--- src/rtl/frac_dec_accumulator.sv ---
// rtl/frac_dec_accumulator.sv - accumulate-and-dump output stage of a polyphase decimator branch
// Sums NUM_TAPS products, then rounds, saturates and registers one DATA_WIDTH sample.
module frac_dec_accumulator #(
   parameter int DATA_WIDTH = 16,
   parameter int NUM_TAPS   = 4,
   parameter int FRAC_BITS  = 15,
   parameter int GUARD_BITS = 8,
   localparam int PH_W      = (NUM_TAPS > 1) ? $clog2(NUM_TAPS) : 1
) (
   input  logic                    clk,
   input  logic                    rst_n,
   input  logic                    clear,
   input  logic                    prod_valid,
   input  logic [2*DATA_WIDTH-1:0] product,
   output logic [DATA_WIDTH-1:0]   acc_out,
   output logic                    out_valid,
   output logic                    sat_flag,
   output logic [PH_W-1:0]         phase
);

   localparam int ACC_W = 2*DATA_WIDTH + GUARD_BITS;
   localparam int RND_SH = (FRAC_BITS > 0) ? FRAC_BITS - 1 : 0;
   localparam logic signed [ACC_W-1:0] ROUND_C = (FRAC_BITS > 0) ? (ACC_W'(1) << RND_SH) : '0;
   localparam logic signed [ACC_W-1:0] MAX_C = ACC_W'((64'sd1 <<< (DATA_WIDTH-1)) - 64'sd1);
   localparam logic signed [ACC_W-1:0] MIN_C = ACC_W'(-(64'sd1 <<< (DATA_WIDTH-1)));
   localparam logic [PH_W-1:0] LAST_PH = PH_W'(NUM_TAPS - 1);

   logic signed [ACC_W-1:0]  acc_q, acc_d;
   logic [PH_W-1:0]          phase_q, phase_d;
   logic [DATA_WIDTH-1:0]    acc_out_q, acc_out_d;
   logic                     out_valid_q, out_valid_d;
   logic                     sat_flag_q, sat_flag_d;

   logic signed [ACC_W-1:0]  prod_ext;
   logic signed [ACC_W-1:0]  sum;
   logic signed [ACC_W-1:0]  rounded;
   logic signed [ACC_W-1:0]  shifted;

   always_comb begin
      prod_ext = {{GUARD_BITS{product[2*DATA_WIDTH-1]}}, product};
      // phase 0 starts a fresh sample, so the stale acc from the last dump is dropped here
      sum      = (phase_q == '0) ? prod_ext : acc_q + prod_ext;
      rounded  = sum + ROUND_C;
      shifted  = rounded >>> FRAC_BITS;

      phase_d     = phase_q;
      acc_d       = acc_q;
      acc_out_d   = acc_out_q;
      out_valid_d = 1'b0;
      sat_flag_d  = 1'b0;

      if (clear) begin
         phase_d = '0;
         acc_d   = '0;
      end else if (prod_valid) begin
         acc_d = sum;
         if (phase_q == LAST_PH) begin
            phase_d     = '0;
            out_valid_d = 1'b1;
            if (shifted > MAX_C) begin
               acc_out_d  = {1'b0, {(DATA_WIDTH-1){1'b1}}};
               sat_flag_d = 1'b1;
            end else if (shifted < MIN_C) begin
               acc_out_d  = {1'b1, {(DATA_WIDTH-1){1'b0}}};
               sat_flag_d = 1'b1;
            end else begin
               acc_out_d  = shifted[DATA_WIDTH-1:0];
            end
         end else begin
            phase_d = phase_q + PH_W'(1);
         end
      end
   end

   always_ff @(posedge clk or negedge rst_n) begin
      if (!rst_n) begin
         acc_q       <= '0;
         phase_q     <= '0;
         acc_out_q   <= '0;
         out_valid_q <= 1'b0;
         sat_flag_q  <= 1'b0;
      end else begin
         acc_q       <= acc_d;
         phase_q     <= phase_d;
         acc_out_q   <= acc_out_d;
         out_valid_q <= out_valid_d;
         sat_flag_q  <= sat_flag_d;
      end
   end

   assign acc_out   = acc_out_q;
   assign out_valid = out_valid_q;
   assign sat_flag  = sat_flag_q;
   assign phase     = phase_q;

endmodule

--- config.mk ---
export PLATFORM = sky130hd
export DESIGN_NAME = frac_dec_accumulator
export DESIGN_NICKNAME = d
export VERILOG_FILES = /design/src/rtl/frac_dec_accumulator.sv
export SDC_FILE = /design/constraint.sdc
export NUM_CORES = 1
export LEC_CHECK = 0
export CAP_MARGIN = 5
export CELL_PAD_IN_SITES_DETAIL_PLACEMENT = 0
export CELL_PAD_IN_SITES_GLOBAL_PLACEMENT = 1
export CORE_ASPECT_RATIO = 0.75
export CORE_MARGIN = 2
export CORE_UTILIZATION = 48
export CTS_CLUSTER_DIAMETER = 80
export DETAILED_ROUTE_END_ITERATION = 12
export PLACE_DENSITY_LB_ADDON = 0.1
export REMOVE_ABC_BUFFERS = 1
export SLEW_MARGIN = 10
export SYNTH_ARGS = -nofsm -noshare
export SYNTH_HDL_FRONTEND = slang
export SYNTH_SLANG_ARGS = --single-unit
export TNS_END_PERCENT = 100
--- constraint.sdc ---
create_clock -name clk -period 13.25 [get_ports clk]
set_input_delay 2.65 -clock clk [delete_from_list [all_inputs] [get_ports clk]]
set_output_delay 2.65 -clock clk [all_outputs]
set_load 0.05 [all_outputs]
Word-level counts from Yosys, hierarchy flattened
Index checks and enable logic that the tools add are counted.
{"block": "totals", "ff_bits": 60, "input_bits": 36, "output_inout_bits": 20, "wordCells": 31}
{"block": "classes", "n_addsub": 3, "magnitude_cmp": 2, "eq_ne": 1, "mux": 16, "bitwise_logic": 1, "n_reduce_logical": 3}
{"operator": "2-to-1 mux 40 bit", "count": 3}
{"operator": "adder 40 x 16 -> 40 bit (second input constant)", "count": 1}
{"operator": "adder 40 x 32 -> 40 bit", "count": 1}
{"operator": "2-to-1 mux 16 bit", "count": 2}
{"operator": "greater-than comparator 25 x 16 -> 1 bit (second input constant)", "count": 1}
{"operator": "< comparator 25 x 16 -> 1 bit (second input constant)", "count": 1}
{"operator": "2-to-1 mux 1 bit", "count": 8}
{"operator": "2-to-1 mux 2 bit", "count": 3}
{"operator": "AND reduction 3 bit", "count": 1}
{"operator": "adder 2 x 1 -> 2 bit (second input constant)", "count": 1}
{"operator": "== test 2 bit (second input constant)", "count": 1}
{"operator": "zero test 2 bit", "count": 1}
{"operator": "nonzero test 2 bit", "count": 1}
{"operator": "NOT 1 bit", "count": 1}

Logic depth before layout (Yosys ltp)
Gate-level depths: netlist (run 1).
{"block": "logic_depth", "ltp_word": 9, "ltp_mapped": 18, "depth_no_buf": 18}

Least setup slack after synthesis (run 1)
No wires, ideal clock.
{"block": "synth_timing", "path_kind": "input port to flip-flop", "start": "input port product[0]", "end": "register acc_out_q[1] (netlist: acc_out[1])", "setup_ps": 153, "arrival_ps": 6517, "t_required_ps": 13097, "setup_slack_ps": 6580, "stages": 18, "n_path_buf": 0, "cell_sequence": "ha_1 -> inv_1 -> fa_1 -> nand2b_1 -> a21oi_4 -> o21ai_1 -> a21boi_1 -> o31ai_4 -> ha_1 -> nor2b_1 -> o221ai_1 -> o21ai_1 -> nand3_1 -> or4b_1 -> nor4_1 -> o221ai_1 -> o311ai_4 -> o311ai_2"}
{"block": "synth_via", "elab_chain_len": 6, "word_cells_on_any_way": 7, "cone_classes": "add/sub (2); order compare (2); mux (3)"}
{"element": "start: declaration", "line": "14", "rtl": "input logic [2*DATA_WIDTH-1:0] product,"}
{"element": "adder 40 x 32 -> 40 bit", "line": "42", "rtl": "sum = (phase_q == '0) ? prod_ext : acc_q + prod_ext;"}
{"element": "2-to-1 mux 40 bit (*)", "line": "42"}
{"element": "adder 40 x 16 -> 40 bit (*)", "line": "43", "rtl": "rounded = sum + ROUND_C;"}
{"element": "< comparator 25 x 16 -> 1 bit", "line": "63", "rtl": "end else if (shifted < MIN_C) begin"}
{"element": "2-to-1 mux 16 bit", "line": "63"}
{"element": "2-to-1 mux 16 bit (*)", "line": "60", "rtl": "if (shifted > MAX_C) begin"}
{"element": "end signal: assignment", "line": "85", "rtl": "acc_out_q <= acc_out_d;"}
{"element": "end: declaration", "line": "30", "rtl": "logic [DATA_WIDTH-1:0] acc_out_q, acc_out_d;"}
Mark *: on every way between the ends. The rest lies on a longest branch, timed or not.
A chain may end at the register's enable or synchronous reset.

Worst setup path after layout (run 1)
Ends and elaborated chain as after synthesis.

==> impl_metrics.tcl, run 1 <==
set metrics [dict create \
    status "completed" \
    fin_util_pct 56.6 \
    async_reset_ff_share_pct 100 \
    portBuffers 55 \
    rr_startpoint "acc_q[0]$_DFFE_PN0P_" \
    setup_violations 0 \
    power_density_nw_per_um2 128 \
    timing.setup.tns_ns 0 \
    relSlewSlack_pct 43.6 \
    min_period_over_period_pct 58.6 \
    crit_arrival_ns 7.95 \
    worst_hold_path_type "register to register" \
    yosys_warnings 0 \
    vias_per_cell 6.45 \
    min_period_ns 7.77 \
    cts_tree "yes" \
    r2r_cells 18 \
    layout-drive-gt1-share_pct 7.49 \
    hold_violations 0 \
    crit_end "acc_out[1]$_DFFE_PN0P_" \
    busiest_layer "met1" \
    dr_total_vias 6618 \
    wl_um 21300 \
    grt_max_degree 75 \
    area_growth_pct 14.6 \
    numCtsBuffers 9 \
    global_route.usage.met3_pct 6.19 \
    grt_util_all_layers_pct 30.3 \
    ctsRootBufferMaster "clkbuf_16" \
    nFillCells 1210 \
    ys_seq_area_share_pct 23.4 \
    rows 36 \
    die_h_um 104 \
    clock_latency_ns 0.35 \
    fmax_mhz 129 \
    p_leak_nw 2.95 \
    r2r_end "acc_out[1]$_DFFE_PN0P_" \
    use_met2_pct 38.7 \
    synth.avg_cell_area_sq_um 7.81 \
    antenna_left 0 \
    critical_path_required_ns 13.43 \
    fin_skew_ns 0.0105 \
    clock-sinks 60 \
    setup_ws_ns 5.48 \
    critPathLaunch "product[0]" \
    antenna_found_initial 1 \
    insertedDiodeCount 0 \
    ys_types 83 \
    end_kind "register" \
    grt_pass1_wl_um 33500 \
    use_met1_pct 50.2 \
    routedWlPerCell_um 20.7 \
    route.detailed.drc 0 \
    max_cap_violations 0 \
    start_util_pct 49.4 \
    pre_cts_ws_ns 5.25 \
    ir_worst_vdd_mv 0.0770 \
    slew_viol_final 0 \
    min_path_cells 2 \
    clk_pin_slew_ns 0.06 \
    gp_congestion 0.955 \
    synth_ff_type "dfrtp_1" \
    grt-ovfl-total 0 \
    io_pins 56 \
    nets 930 \
    die_area_sq_um 14300 \
    worstMarginPinSlew_ns 0.846 \
    syn_area_sq_um 6430 \
    drt_iter0_drc 752 \
    cts-hold-fix-buffers 0 \
    grt_pass1_vias 5950 \
    synth-edff-count 0 \
    first_pass_iters 6 \
    dpl.hpwl_um 16100 \
    power_mw 0.944 \
    crit_fanout 8 \
    syn_inst 823 \
    chipWidth_um 138 \
    cts_resized 0 \
    critPathLaunchType "input port" \
    ys_ff_latch 60 \
    post_cts_buffers 0 \
    whs_ns 0.497 \
    htree_levels 3 \
    rsz0062_at_grt "no" \
    rrSetupSlack_ns 7.85 \
    crit_type "input port to register" \
    cts_max_path_buffers 2 \
    core_area_sq_um 13000 \
]
[cells in the final DEF, fill, tap and decap left out, drive strengths merged, types with 13 or more instances in the layout]
| cell type | synthesis | final |
|---|---|---|
| xor2 | 22 | 22 |
| xnor2 | 22 | 22 |
| nand2 | 92 | 92 |
| clkdlybuf4s50 | 0 | 53 |
| nor2 | 103 | 103 |
| a21oi | 63 | 63 |
| o211ai | 19 | 19 |
| a211oi | 36 | 36 |
| nand4 | 20 | 20 |
| nand3 | 15 | 15 |
| ha | 42 | 42 |
| dfrtp | 60 | 60 |
| nor3 | 16 | 16 |
| a311oi | 13 | 13 |
| mux2i | 14 | 14 |
| o21ai | 55 | 55 |
| o21a | 14 | 14 |
| inv | 17 | 17 |
[area by class of cell]
type	count	area, sq um	area share [%]
Multi-Input combinational cell	702	4680	63.6
Clock buffer	11	243	3.30
Tap cell	171	214	2.91
Sequential cell	60	1500	20.4
Timing Repair Buffer	61	586	7.95
Inverter	17	63.8	0.867
Clock inverter	4	73.8	1.00
[synth_stat cells, types with 4 or more instances]
cell type / instances / area (sq um)
nor3_1: 14 / 70.1
o221ai_1: 4 / 35.0
or2_2: 8 / 50.1
o21a_1: 14 / 105
xnor2_1: 22 / 193
nor2_1: 103 / 387
and3_1: 9 / 56.3
xor2_1: 21 / 184
nand2b_1: 12 / 75.1
mux2_2: 4 / 45.0
ha_1: 42 / 526
o21ai_0: 41 / 205
buf_2: 8 / 40.0
nand3_1: 15 / 75.1
o21bai_1: 6 / 45.0
a21oi_1: 60 / 300
a31oi_1: 7 / 43.8
buf_1: 8 / 30.0
or3_1: 8 / 50.1
inv_1: 17 / 63.8
or4_1: 5 / 37.5
nor4_1: 4 / 25.0
o21ai_1: 13 / 65.1
o211ai_1: 18 / 135
nor2b_1: 5 / 31.3
a211oi_1: 35 / 263
a21o_1: 11 / 82.6
clkbuf_1: 25 / 93.8
nand4_1: 20 / 125
a311oi_1: 11 / 96.3
o31ai_1: 5 / 37.5
dfrtp_1: 60 / 1500
and2_1: 7 / 43.8
nand2_1: 92 / 345
mux2i_1: 14 / 140
[sequential cells by signal, summed over array words and instances (netlist names)]
register,flops
acc_out,16
phase,2
sat_flag,1
acc_q,40
out_valid,1
[through the flow]
step	instances	area, sq um
2_1_floorplan	779	6240
3_3_place_gp	1011	7050
3_5_place_dp	1011	7050
4_1_cts	1026	7360
5_1_grt	1026	7360
6_report	1026	7360
[power by group]
| group | switching, mW | total [mW] | internal (mW) |
|---|---|---|---|
| registers | 0.0174 | 0.227 | 0.210 |
| logic | 0.299 | 0.457 | 0.158 |
| clock network | 0.0910 | 0.260 | 0.169 |
[worst min path at each step]
stage / end / slack, ns / from
after floorplan: acc_q[14]$_DFFE_PN0P_ / 0.49 / acc_q[14]$_DFFE_PN0P_
after global routing: acc_out[10]$_DFFE_PN0P_ / 0.53 / acc_out[10]$_DFFE_PN0P_
after global placement: acc_out[14]$_DFFE_PN0P_ / 0.48 / acc_out[14]$_DFFE_PN0P_
after detailed placement: acc_out[15]$_DFFE_PN0P_ / 0.49 / acc_out[15]$_DFFE_PN0P_
final: acc_out[15]$_DFFE_PN0P_ / 0.50 / acc_out[15]$_DFFE_PN0P_
after CTS: acc_out[15]$_DFFE_PN0P_ / 0.50 / acc_out[15]$_DFFE_PN0P_
[critical path: stages]
cell             delay, ns
clkdlybuf4s50_1       0.42
ha_1                  0.23
inv_1                 0.08
fa_1                  0.18
nand2b_1              0.21
a21oi_4               0.10
o21ai_1               0.45
a21boi_1              0.21
o31ai_4               0.33
ha_1                  0.26
nor2b_1               0.16
o221ai_1              0.15
o21ai_1               0.22
nand3_1               0.32
or4b_1                0.65
nor4_1                0.30
o221ai_1              0.29
o311ai_4              0.50
o311ai_2              0.21
[cells by family (layout without fill, tap and decap cells)]
family,Yosys count,after routing,synth area share [%]
XOR/XNOR,44,44,6.29
adder cells (fa/ha/maj),43,43,8.49
buffers and inverters,61,93,3.82
multiplexers,18,18,2.88
AO/OA/AOI/OAI,280,280,31.3
flip-flops,60,60,23.4
AND/OR/NAND/NOR,317,317,23.9
[per-layer routing]
layer | routed length (um) | up-vias
met3 | 1830 | 26
met4 | 342 | 0
li1 | - | 3141
met5 | 0 | -
met1 | 10900 | 3174
met2 | 8180 | 277
(Power assumes the default switching activity.)
==> inputs of run 2 (changes only) <==
--- a/config.mk
+++ b/config.mk
@@ -10,7 +10,7 @@
 export CELL_PAD_IN_SITES_GLOBAL_PLACEMENT = 1
 export CORE_ASPECT_RATIO = 0.75
 export CORE_MARGIN = 2
-export CORE_UTILIZATION = 48
+export CORE_UTILIZATION = 45
 export CTS_CLUSTER_DIAMETER = 80
 export DETAILED_ROUTE_END_ITERATION = 12
 export PLACE_DENSITY_LB_ADDON = 0.1
==> constraint.sdc (replaced) <==
create_clock -name clk -period 7.96 [get_ports clk]
set_input_delay 1.592 -clock clk [delete_from_list [all_inputs] [get_ports clk]]
set_output_delay 1.592 -clock clk [all_outputs]
set_load 0.05 [all_outputs]
==> run 2 against run 1 <==
  * Wire length rose by 1.2%
  * Cell count rose by 0.49%
  * Clock power rose by 61%
  * Sequential power rose by 67%
  * Total power rose by 65%
  * Die area rose by 6.4%
  * Register-to-register slack got worse by 5.2 ns
  * Setup slack got worse by 4.1 ns
  * Clock skew fell by 0.0035 ns
  * Via count rose by 0.15%
==> impl_metrics.tcl, run 2 (synthesis gave the netlist of run 1 again) <==
set metrics [dict create \
    status "completed" \
    cts-hold-fix-buffers 0 \
    dr_total_vias 6628 \
    crit_type "input port to register" \
    max_cap_violations 0 \
    grt_pass1_vias 6252 \
    cts_max_path_buffers 2 \
    cts_resized 0 \
    clock-sinks 60 \
    gp_congestion 0.939 \
    rows 37 \
    layout-drive-gt1-share_pct 7.71 \
    ir_worst_vdd_mv 0.159 \
    mostFrequentLayoutCell "nor2_1" \
    rsz0062_at_grt "no" \
    crit_arrival_ns 6.80 \
    die_area_sq_um 15300 \
    worstMarginPinSlew_ns 0.864 \
    area_growth_pct 14.5 \
    top_register "acc_q" \
    insertedDiodeCount 0 \
    grt_util_all_layers_pct 29.4 \
    portBuffers 55 \
    first_pass_iters 5 \
    critPathLaunchType "input port" \
    crit_fanout 8 \
    clock_latency_ns 0.35 \
    wl_um 21500 \
    drt_iter0_drc 733 \
    r2r_end "acc_out[1]$_DFFE_PN0P_" \
    grt_pass1_wl_um 34800 \
    nets 930 \
    timing.setup.tns_ns 0 \
    fin_skew_ns 0.00703 \
    comb_power_share_pct 48.9 \
    p_seq_share_pct 24.3 \
    routedWlPerCell_um 20.9 \
    p_leak_nw 2.95 \
    min_period_over_period_pct 82.9 \
    ctsRootBufferMaster "clkbuf_16" \
    dpl.hpwl_um 16400 \
    setup_violations 0 \
    cts_tree "yes" \
    fmax_mhz 151 \
    min_path_cells 2 \
    antenna_left 0 \
    rr_startpoint "acc_q[0]$_DFFE_PN0P_" \
    clk_pin_slew_ns 0.06 \
    cp_cell_sequence "clkdlybuf4s50_1, ha_1, inv_1, fa_1, nand2b_1, a21oi_4, o21ai_1, a21boi_1, o31ai_4, ha_1, nor2b_1, o221ai_1, o21ai_1, nand3_1, or4b_1, nor4_1, o221ai_1, o311ai_4, o311ai_2" \
    route.detailed.drc 0 \
    relSlewSlack_pct 42.4 \
    post_cts_buffers 0 \
    power_mw 1.56 \
    whs_endpoint "acc_out[14]$_DFFE_PN0P_" \
    layout_common_cells "103 x nor2_1, 92 x nand2_1, 60 x a21oi_1, 60 x dfrtp_1, 53 x clkdlybuf4s50_1" \
    worst_hold_path_type "register to register" \
    power.switching_mw 0.695 \
    numCtsBuffers 9 \
    io_pins 56 \
    die_h_um 107 \
    largest_register_ffs 40 \
    p_int_mw 0.866 \
    start_util_pct 46.4 \
    max_stage_delay_ns 0.64 \
    chipWidth_um 142 \
    r2r_cells 18 \
    p_clk_share_pct 26.8 \
    min_period_ns 6.60 \
    nFillCells 1323 \
    vias_per_cell 6.43 \
    core_area_sq_um 13800 \
    critical_path_required_ns 8.16 \
    grt-ovfl-total 0 \
    rrSetupSlack_ns 2.68 \
    grt_max_degree 77 \
    power_density_nw_per_um2 212 \
    end_kind "register" \
    multi_input_area_sq_um 4680 \
    antenna_found_initial 1 \
    cp_slowest_cell "or4b_1" \
    min_from "acc_out[14]$_DFFE_PN0P_" \
    p_sw_share_pct 44.5 \
    seqCellArea_sq_um 1500 \
    slew_viol_final 0 \
    hold_violations 0 \
    htree_levels 3 \
    whs_ns 0.499 \
]
==> run 2: cell types whose count changed in the layout (fill, tap and decap cells not counted), sizes merged <==
| cell | delta |
|---|---|
| clkbuf | -1 |
| inv | +2 |
| bufinv | -1 |
| clkinv | +1 |
==> run 2: worst max path at each step <==
stage	from	endpoint	slack [ns]
2_1_floorplan	product[0]	acc_out[1]$_DFFE_PN0P_	2.31
3_3_place_gp	product[0]	acc_out[1]$_DFFE_PN0P_	1.27
3_5_place_dp	product[0]	acc_out[1]$_DFFE_PN0P_	1.08
4_1_cts	product[0]	acc_out[1]$_DFFE_PN0P_	1.42
5_1_grt	product[0]	acc_out[9]$_DFFE_PN0P_	0.98
6_report	product[0]	acc_out[1]$_DFFE_PN0P_	1.36
==> run 2: per-layer routing <==
layer | global-route usage, % | up-vias | share of wire, %
met1 | 46.5 | 3146 | 51
li1 | - | 3134 | -
met4 | 7.00 | 0 | 1.6
met3 | 7.21 | 26 | 9.4
met2 | 39.1 | 322 | 38
met5 | 0 | - | 0
==> run 2: worst max-delay path, delay by kind of cell <==
kind	cells	cell delay (ns)
buf+inv	2	0.50
fa+ha+maj	3	0.69
simple gates	5	1.62
compound gates	9	2.39
==> run 2: area by class of cell <==
class,count,area share [%]
Clock buffer,10,3.25
Sequential cell,60,20.4
Clock inverter,6,0.952
Inverter,17,0.867
Tap cell,175,2.97
Timing Repair Buffer,61,7.96
Multi-Input combinational cell,702,63.6
==> run 2: through the flow <==
stage | utilization (%) | worst slack (ns) | cells | area [sq um]
after floorplan | - | 2.31 | 779 | 6240
after detailed placement | 50.9 | 1.08 | 1015 | 7050
after global routing | 53.2 | 0.980 | 1031 | 7360
final | 53.2 | 1.36 | 1031 | 7360
after CTS | 53.2 | 1.42 | 1031 | 7360
after global placement | 50.9 | 1.27 | 1015 | 7050
==> run 2: power groups by stage <==
stage	registers [mW]	logic (mW)	clock network (mW)
floorplan	0.465	0.427	0
global placement	0.382	0.739	0
detailed placement	0.382	0.746	0
CTS	0.378	0.750	0.425
global route	0.383	0.827	0.433
finish	0.379	0.763	0.419
==> inputs of run 3 (changes only) <==
--- a/config.mk
+++ b/config.mk
@@ -10,7 +10,7 @@
 export CELL_PAD_IN_SITES_GLOBAL_PLACEMENT = 1
 export CORE_ASPECT_RATIO = 0.75
 export CORE_MARGIN = 2
-export CORE_UTILIZATION = 45
+export CORE_UTILIZATION = 40
 export CTS_CLUSTER_DIAMETER = 80
 export DETAILED_ROUTE_END_ITERATION = 12
 export PLACE_DENSITY_LB_ADDON = 0.1
==> constraint.sdc (replaced) <==
create_clock -name clk -period 5.5 [get_ports clk]
set_input_delay 1.1 -clock clk [delete_from_list [all_inputs] [get_ports clk]]
set_output_delay 1.1 -clock clk [all_outputs]
set_load 0.05 [all_outputs]
==> run 3 against run 2 <==
  * Die area rose by 12%
  * Critical endpoint is now acc_out[3]$_DFFE_PN0P_
  * Clock power rose by 31%
  * Largest power group unchanged
  * Final area increased by 23%
  * Highest routed layer unchanged
==> impl_metrics.tcl, run 3 (synthesis gave the netlist of run 1 again) <==
set metrics [dict create \
    status "completed" \
    setup_violations 0 \
    grt_max_degree 76 \
    worstMarginPinSlew_ns 0.870 \
    pre_cts_ws_ns -0.443 \
    power_density_nw_per_um2 278 \
    die_area_sq_um 17100 \
    insertedDiodeCount 0 \
    seqCellArea_sq_um 1500 \
    cp_slowest_cell "or4_4" \
    clk_pin_slew_ns 0.06 \
    route.detailed.drc 0 \
    dr_total_vias 7450 \
    clock-sinks 60 \
    top_register "acc_q" \
    io_pins 56 \
    max_cap_violations 0 \
    largest_register_ffs 40 \
    min_period_over_period_pct 97.7 \
    area_growth_pct 41.4 \
    end_kind "register" \
    critPathLaunchType "input port" \
    layout_common_cells "197 x buf_4, 103 x nor2_1, 92 x nand2_1" \
    cp_cell_sequence "clkdlybuf4s50_1, inv_1, fa_2, nand2b_4, a21oi_4, o21ai_4, o31ai_4, a21boi_2, xor2_2, o41a_1, or4_4, nor4_4, xor2_4, buf_4, o31ai_4, buf_4, a211oi_2" \
    drt_iter0_drc 753 \
    slew_viol_final 0 \
    dp.cells 1230 \
    ctsRootBufferMaster "clkbuf_16" \
    nets 1123 \
    fmax_mhz 186 \
    multi_input_area_sq_um 4930 \
    hold_violations 0 \
    critPathLaunch "product[1]" \
    grt_util_all_layers_pct 29.0 \
    dpl.hpwl_um 18700 \
    power_mw 2.53 \
    crit_type "input port to register" \
    min_period_ns 5.38 \
    rr_startpoint "acc_q[0]$_DFFE_PN0P_" \
    grt_pass1_wl_um 38500 \
    rows 40 \
    antenna_left 0 \
    portBuffers 55 \
    cts_tree "yes" \
    die_h_um 114 \
    grt-ovfl-total 0 \
    core_area_sq_um 15900 \
    nFillCells 1462 \
    cts-hold-fix-buffers 0 \
    critical_path_required_ns 5.76 \
    first_pass_iters 5 \
    stdcell_count 1259 \
    max_stage_delay_ns 0.59 \
    min_from "acc_out[15]$_DFFE_PN0P_" \
    relSlewSlack_pct 42.0 \
    chipWidth_um 150 \
    antenna_found_initial 0 \
    htree_levels 3 \
    p_leak_nw 3.92 \
    setup_ws_ns 0.124 \
    crit_arrival_ns 5.63 \
    vias_per_cell 5.92 \
    cts_max_path_buffers 2 \
    numCtsBuffers 9 \
    routedWlPerCell_um 19.5 \
    mostFrequentLayoutCell "buf_4" \
    layout-drive-gt1-share_pct 28.9 \
    crit_fanout 7 \
    grt_pass1_vias 6879 \
    start_util_pct 40.5 \
    fin_skew_ns 0.00911 \
    wl_um 24500 \
    worst_hold_path_type "register to register" \
    ir_worst_vdd_mv 0.250 \
    gp_congestion 0.960 \
    clock_latency_ns 0.35 \
]
[run 3: cell count changes in the layout (fill, tap and decap cells not counted), moves of 5 or more]
cell,previous run,this run
ha_2,1,6
ha_1,41,36
a21oi_1,60,55
a211oi_1,35,26
a211oi_2,1,10
buf_4,6,197
o21ai_0,41,36
[run 3: cell type report]
| class | count | share of cell area [%] |
|---|---|---|
| well taps | 210 | 2.89 |
| clock buffers | 9 | 2.48 |
| inverters | 17 | 0.702 |
| flip-flops and latches | 60 | 16.5 |
| multi-input cells | 702 | 54.2 |
| clock inverters | 7 | 0.565 |
| repair buffers | 254 | 22.6 |
[run 3: metrics by stage]
step	utilization, %	instance area, sq um	TNS (ns)	hold slack, ns
after global placement	53.2	8450	-4.38	0.468
after floorplan	-	6240	-0.992	0.490
after global routing	57.3	9080	-0.110	0.535
final	57.3	9080	0	0.513
after detailed placement	53.2	8450	-6.37	0.501
after CTS	55.4	8790	0	0.514
[run 3: metal layers]
metal / wire, um / GRT usage [%] / share of wire [%]
met1: 12600 / 46.9 / 51
met2: 9610 / 39.2 / 39
met3: 2060 / 5.68 / 8.4
met4: 314 / 5.35 / 1.3
met5: 0 / 0 / 0
[run 3: what timing repair did]
item,in CTS,in global routing
setup buffers,5,8
setup endpoints to repair,16,16
resized for setup,3,55
pin swaps,4,20
[run 3: critical path, delay by kind of cell]
kind,cells,cell delay (ns)
XOR/XNOR,2,0.45
AND/OR/NAND/NOR,3,1.12
buffers and inverters,4,0.95
AO/OA/AOI/OAI,7,1.60
adder cells (fa/ha/maj),1,0.39
[run 3: power breakdown]
group	internal (mW)	switching (mW)
Clock	0.306	0.243
Combinational	0.609	0.822
Sequential	0.506	0.0431
Total	1.42	1.11
[run 3: worst paths after layout]
path / slack [ns] / cells after the start / endpoint
setup / recovery: 0.12 / 17 / acc_out[3]$_DFFE_PN0P_
hold / removal: 0.51 / 2 / acc_out[15]$_DFFE_PN0P_
setup reg to reg: 0.91 / 17 / acc_out[3]$_DFFE_PN0P_
hold reg to reg: 0.51 / 2 / acc_out[15]$_DFFE_PN0P_
max in group asynchronous: 3.98 / 2 / acc_q[26]$_DFFE_PN0P_
min in group asynchronous: 0.95 / 2 / acc_q[9]$_DFFE_PN0P_
